[src/rtl/decode_ctrl_pipe.sv]
// ---------------------------------------------------------------------------
// decode_ctrl_pipe
//
// ID-stage instruction decoder with a registered ID/EX control word. It also
// produces the upstream stall: a load-use hazard against the instruction
// currently in EX, a downstream stall, or a multi-cycle MUL/DIV in flight.
//
// Parameters
//   ENABLE_UPPER   1: LUI/AUIPC decode normally; 0: they decode as illegal
//   ENABLE_MULDIV  1: R-type with funct7=0000001 decodes as MUL/DIV
//   MULDIV_LAT     number of BUSY cycles after a MUL/DIV issues (1..15)
//
// Ports
//   clk, rst         clock, asynchronous active-high reset
//   in_valid, instr  ID-stage instruction
//   ex_stall         downstream stall, output register holds
//   flush_in         kill from EX, next output is a bubble
//   out_valid ..     registered ID/EX control bits, aluop, out_rd
//   stall_out        combinational, upstream holds PC and IF/ID while high
// ---------------------------------------------------------------------------
module decode_ctrl_pipe #(
    parameter bit          ENABLE_UPPER  = 1'b1,
    parameter bit          ENABLE_MULDIV = 1'b0,
    parameter int unsigned MULDIV_LAT    = 4
) (
    input  logic        clk,
    input  logic        rst,
    input  logic        in_valid,
    input  logic [31:0] instr,
    input  logic        ex_stall,
    input  logic        flush_in,
    output logic        out_valid,
    output logic        jalr,
    output logic        jal,
    output logic        branch,
    output logic        memread,
    output logic        memtoreg,
    output logic        memwrite,
    output logic        alusrc,
    output logic        regwrite,
    output logic        flush,
    output logic        lui,
    output logic        auipc,
    output logic        muldiv,
    output logic        illegal,
    output logic [1:0]  aluop,
    output logic [4:0]  out_rd,
    output logic        stall_out
);

    localparam logic [6:0] OP_R     = 7'b0110011;
    localparam logic [6:0] OP_I     = 7'b0010011;
    localparam logic [6:0] OP_LOAD  = 7'b0000011;
    localparam logic [6:0] OP_STORE = 7'b0100011;
    localparam logic [6:0] OP_B     = 7'b1100011;
    localparam logic [6:0] OP_JAL   = 7'b1101111;
    localparam logic [6:0] OP_JALR  = 7'b1100111;
    localparam logic [6:0] OP_LUI   = 7'b0110111;
    localparam logic [6:0] OP_AUIPC = 7'b0010111;
    localparam logic [6:0] F7_MD    = 7'b0000001;

    localparam logic [3:0] CNT_INIT = 4'(MULDIV_LAT - 1);

    typedef struct packed {
        logic       valid;
        logic       jalr;
        logic       jal;
        logic       branch;
        logic       memread;
        logic       memtoreg;
        logic       memwrite;
        logic       alusrc;
        logic       regwrite;
        logic       flush;
        logic       lui;
        logic       auipc;
        logic       muldiv;
        logic       illegal;
        logic [1:0] aluop;
        logic [4:0] rd;
    } ctrl_t;

    typedef enum logic [0:0] {
        IDLE = 1'b0,
        BUSY = 1'b1
    } state_t;

    ctrl_t      ctrl_d, ctrl_q, dec;
    state_t     state_d, state_q;
    logic [3:0] cnt_d, cnt_q;
    logic       rs1_used, rs2_used;
    logic       load_use;

    logic [6:0] opcode;
    logic [6:0] funct7;
    logic [4:0] rs1, rs2;
    logic       unused_funct3;

    assign opcode        = instr[6:0];
    assign funct7        = instr[31:25];
    assign rs1           = instr[19:15];
    assign rs2           = instr[24:20];
    assign unused_funct3 = ^instr[14:12];

    // Combinational decode of the ID-stage instruction.
    always_comb begin
        dec      = '0;
        rs1_used = 1'b0;
        rs2_used = 1'b0;
        unique case (opcode)
            OP_R: begin
                if (funct7 == F7_MD) begin
                    if (ENABLE_MULDIV) begin
                        dec.muldiv   = 1'b1;
                        dec.regwrite = 1'b1;
                        rs1_used     = 1'b1;
                        rs2_used     = 1'b1;
                    end else begin
                        dec.illegal  = 1'b1;
                    end
                end else begin
                    dec.regwrite = 1'b1;
                    rs1_used     = 1'b1;
                    rs2_used     = 1'b1;
                end
            end
            OP_I: begin
                dec.alusrc   = 1'b1;
                dec.regwrite = 1'b1;
                dec.aluop    = 2'b01;
                rs1_used     = 1'b1;
            end
            OP_LOAD: begin
                dec.memread  = 1'b1;
                dec.memtoreg = 1'b1;
                dec.alusrc   = 1'b1;
                dec.regwrite = 1'b1;
                dec.aluop    = 2'b10;
                rs1_used     = 1'b1;
            end
            OP_STORE: begin
                dec.memwrite = 1'b1;
                dec.alusrc   = 1'b1;
                dec.aluop    = 2'b10;
                rs1_used     = 1'b1;
                rs2_used     = 1'b1;
            end
            OP_B: begin
                dec.branch   = 1'b1;
                rs1_used     = 1'b1;
                rs2_used     = 1'b1;
            end
            OP_JAL: begin
                dec.jal      = 1'b1;
                dec.regwrite = 1'b1;
                dec.flush    = 1'b1;
                dec.aluop    = 2'b11;
            end
            OP_JALR: begin
                dec.jalr     = 1'b1;
                dec.alusrc   = 1'b1;
                dec.regwrite = 1'b1;
                dec.flush    = 1'b1;
                dec.aluop    = 2'b11;
                rs1_used     = 1'b1;
            end
            OP_LUI, OP_AUIPC: begin
                if (ENABLE_UPPER) begin
                    dec.lui      = (opcode == OP_LUI);
                    dec.auipc    = (opcode == OP_AUIPC);
                    dec.alusrc   = 1'b1;
                    dec.regwrite = 1'b1;
                    dec.aluop    = 2'b01;
                end else begin
                    dec.illegal  = 1'b1;
                end
            end
            default: dec.illegal = 1'b1;
        endcase
        dec.valid = 1'b1;
        dec.rd    = dec.regwrite ? instr[11:7] : 5'd0;
    end

    // Hazard against the load currently sitting in the ID/EX register.
    // out_rd is already 0 for non-writing instructions, so x0 never matches.
    assign load_use = ctrl_q.valid & ctrl_q.memread & (ctrl_q.rd != 5'd0) & in_valid &
                      ((rs1_used & (rs1 == ctrl_q.rd)) | (rs2_used & (rs2 == ctrl_q.rd)));

    assign stall_out = ex_stall | load_use | (state_q == BUSY);

    // Output register / FSM next state, in priority order.
    always_comb begin
        ctrl_d  = ctrl_q;
        state_d = state_q;
        cnt_d   = cnt_q;
        if (flush_in) begin
            ctrl_d  = '0;
            state_d = IDLE;
            cnt_d   = 4'd0;
        end else if (ex_stall) begin
            ctrl_d  = ctrl_q;
        end else if (state_q == BUSY) begin
            ctrl_d = '0;
            if (cnt_q == 4'd0) begin
                state_d = IDLE;
            end else begin
                cnt_d = cnt_q - 4'd1;
            end
        end else if (load_use) begin
            ctrl_d = '0;
        end else if (in_valid) begin
            ctrl_d = dec;
            if (dec.muldiv) begin
                state_d = BUSY;
                cnt_d   = CNT_INIT;
            end
        end else begin
            ctrl_d = '0;
        end
    end

    always_ff @(posedge clk or posedge rst) begin
        if (rst) begin
            ctrl_q  <= '0;
            state_q <= IDLE;
            cnt_q   <= 4'd0;
        end else begin
            ctrl_q  <= ctrl_d;
            state_q <= state_d;
            cnt_q   <= cnt_d;
        end
    end

    assign out_valid = ctrl_q.valid;
    assign jalr      = ctrl_q.jalr;
    assign jal       = ctrl_q.jal;
    assign branch    = ctrl_q.branch;
    assign memread   = ctrl_q.memread;
    assign memtoreg  = ctrl_q.memtoreg;
    assign memwrite  = ctrl_q.memwrite;
    assign alusrc    = ctrl_q.alusrc;
    assign regwrite  = ctrl_q.regwrite;
    assign flush     = ctrl_q.flush;
    assign lui       = ctrl_q.lui;
    assign auipc     = ctrl_q.auipc;
    assign muldiv    = ctrl_q.muldiv;
    assign illegal   = ctrl_q.illegal;
    assign aluop     = ctrl_q.aluop;
    assign out_rd    = ctrl_q.rd;

endmodule

[config.mk]
export PLATFORM = sky130hd
export DESIGN_NAME = decode_ctrl_pipe
export DESIGN_NICKNAME = d
export VERILOG_FILES = /design/src/rtl/decode_ctrl_pipe.sv
export SDC_FILE = /design/constraint.sdc
export NUM_CORES = 1
export LEC_CHECK = 0
export BUFFER_PORTS_ARGS = -buffer_cell sky130_fd_sc_hd__buf_4
export CAP_MARGIN = 20
export CORE_UTILIZATION = 43
export DETAILED_ROUTE_END_ITERATION = 10
export PLACE_DENSITY = 0.77
export REMOVE_ABC_BUFFERS = 1
export SYNTH_ARGS = -nofsm -noshare
export SYNTH_HDL_FRONTEND = slang
export SYNTH_SLANG_ARGS = --single-unit
export TNS_END_PERCENT = 30
[constraint.sdc]
create_clock -name clk -period 1.8 [get_ports clk]
set_input_delay 0.18 -clock clk [delete_from_list [all_inputs] [get_ports clk]]
set_output_delay 0.18 -clock clk [all_outputs]
set_load 0.01 [all_outputs]
==> out/metrics.csv <==
metric,value,unit
Final Hold Fails,0,
Ports,59,
Layout Nets,249,
Reg2Reg Depth,7,
violated checks,negative setup slack,
Longest Clk Path Bufs,2,
Pins Over Slew Limit,0,
worst setup margin,-0.3233,ns
IO buf count,54,
Worst Skew,0.009405,ns
switching share of total power,25.97,%
Yosys cell types,46,
Die Footprint,0.003605,sq mm
Post-DRT Antenna Nets,0,
number of synthesized flops with an enable pin,0,
post-synthesis register bit count,24,
slowest CP cell,or4_4,
Residual DRC,0,
RSZ-0062 raised after global routing,true,
internal power,0.0007185,W
Num CTS Buffers,3,
RR Startpoint,out_rd[2]$_DFFE_PP0P_,
async set-reset flop share out of synthesis,100.0,%
WS Path Type,register to primary output,
Crit path largest cell delay,0.54,ns
max-cap violations,0,
gr usage total,22.46,%
first-pass GRT wire length,6.009,mm
fmax,471.0,MHz
hpwl dp,2.884,mm
WHS Path Cells,2,
routability cong.,0.8626,
Clock Latency Late Sink,0.32,ns
die height,60.05,um
setup TNS,-3.191,ns
std cell rows,20,
ys flop type,dfrtp_1,
DR pass1 iterations,4,
routed len/inst,14.84,um
"Setup violations, final",17,
Flop pwr share,56.4,%
Mapped Area,0.001449,sq mm
Filler cells,237,
Comb power frac,19.1,%
die width,60.05,um
Ys Warns,0,
r2r endpoint,out_rd[3]$_DFFE_PP0P_,
Clock Sinks,24,
vias in the first global route,1302,
Final Total Pwr,0.0009705,W
critical path data required time,1.62,ns
sw power,0.0002521,W
Leak,1.014,nW
drt total wl,3.740,mm
Critical Path Start,out_rd[2]$_DFFE_PP0P_,
Worst R2R Setup Slack,-0.29,ns
Mapped Cells,136,
initial antenna violation count,0,
hold endpoint,cnt_q[0]$_DFFE_PP0P_,
outcome,"complete, but fails checks",
"commonest non-fill, non-tap cell in the layout",buf_4,
area of the multi-input gates,835.8,sq um
Core Area,0.003128,sq mm
initial core utilization,46.32,%
gr ovfl total,0,
crit start category,register,
deepest level of the CTS H-tree,1,
syn avg cell area,10.65,sq um
worst hold slack,0.04545,ns
hold_sp,flush_in,
initial drt markers,35,
pin count of the biggest net entering global routing,25,
most frequent cells in the layout,"buf_4 (72), dfrtp_1 (24), nor2_1 (11), nand2_1 (10)",
CP arrival,1.94,ns
"critical path, cell by cell","or4_4, o2111ai_4, a2111oi_4, nor2_1, nand2_1, buf_6",
vias per cell,5.337,
ant diodes,0,
Crit. End Element,primary output,
share of cells above drive strength 1,46.15,%
synthesis-to-finish area growth,46.37,%
post-synthesis sequential area ratio,41.45,%
register area,600.6,sq um
"Max FO, Critical Path",3,
Clk pwr share,24.5,%
Final period util,118.0,%
CTS root buffer,clkbuf_4,
VDD IR max,0.2692,mV
Worst-path clk slew,0.13,ns
min Tclk post-route,2.123,ns
worst hold path class,input port to register,
routed via count,1345,
CTS tree,done,
Cell Pwr Density,457.6,mW/mm^2
==> power groups by stage <==
stage	Clock, W	Combinational, W	Sequential, W
5_1_grt	0.000258	0.000201	0.000548
4_1_cts	0.000238	0.000182	0.000547
6_report	0.000238	0.000186	0.000547
3_3_place_gp	0	0.000171	0.000557
3_5_place_dp	0	0.000175	0.000557
2_1_floorplan	0	0.0000648	0.000558
==> layout make-up <==
class / instances / area share (%)
multi-input cells: 99 / 39.41
repair buffers: 76 / 27.55
inverters: 6 / 1.062
well taps: 44 / 2.596
flip-flops and latches: 24 / 28.32
clock buffers: 3 / 1.062
==> logic make-up after synthesis <==
| group | count (synthesis) | synth area share (%) |
|---|---|---|
| other | 1 | 0.2588 |
| AO/OA/AOI/OAI | 34 | 23.66 |
| flip-flops | 24 | 41.45 |
| adder cells (fa/ha/maj) | 2 | 1.727 |
| AND/OR/NAND/NOR | 48 | 19.00 |
| buffers and inverters | 13 | 5.353 |
| multiplexers | 1 | 0.6909 |
| XOR/XNOR | 13 | 7.858 |
==> worst max-delay path: cells and delay by family (launching register included) <==
family | cells | cell delay, ns
buffers and inverters | 1 | 0.13
and+or+nand+nor | 3 | 0.75
AOI/OAI and AO/OA | 2 | 0.32
DFF | 1 | 0.43
==> repair_timing <==
item / in CTS / in global routing
gates resized for setup: 9 / 4
pin swaps: 8 / 8
setup buffers: 3 / 1
setup endpoints to repair: 17 / 17
hold endpoints to repair: 24 / 0
hold buffers: 1 / 0
==> sequential cells by signal, indices dropped and copies added, names as in the netlist <==
name,flops
auipc,1
branch,1
jalr,1
regwrite,1
cnt_q,4
lui,1
aluop,2
illegal,1
memwrite,1
state_q,1
out_rd,5
memread,1
flush,1
out_valid,1
jal,1
alusrc,1
==> Yosys cell counts, types with 2 or more instances <==
library cell	instances	area share (%)
o31ai_1	2	1.0
nand2b_1	2	0.86
a32o_1	7	4.8
a2111oi_4	3	5.7
nand3_1	2	0.69
nor3_1	3	1.0
xor2_1	2	1.2
dfrtp_1	24	41
nor2_1	12	3.1
nor2b_1	4	1.7
a21oi_1	5	1.7
buf_2	2	0.69
inv_1	6	1.6
nand2_1	10	2.6
ha_1	2	1.7
buf_4	2	1.0
xnor2_1	11	6.6
a22o_1	9	5.4
==> worst max-delay path by stage <==
stage	cells after the start	to
final	6	stall_out
after global routing	6	stall_out
after CTS	6	stall_out
after detailed placement	5	out_rd[3]$_DFFE_PP0P_
after global placement	5	out_rd[4]$_DFFE_PP0P_
after floorplan	5	out_rd[0]$_DFFE_PP0P_
==> routing by layer <==
layer	part of all wire, %	routed length, um	global-route usage [%]
met3	5.0	187	3.463
met1	43	1606	27.60
met4	1.0	38	7.973
met5	0	0	0
met2	51	1908	39.52
==> through the flow <==
step | utilization (%) | setup slack (ns) | instance area (sq um) | instances
final | 67.80 | -0.3233 | 2121 | 252
after global routing | 67.80 | -0.4060 | 2121 | 252
after CTS | 66.80 | -0.3489 | 2090 | 251
after detailed placement | 63.36 | -0.2397 | 1982 | 244
after global placement | 63.36 | -0.2241 | 1982 | 244
after floorplan | - | -0.1606 | 1394 | 129
(Power assumes the default switching activity.)
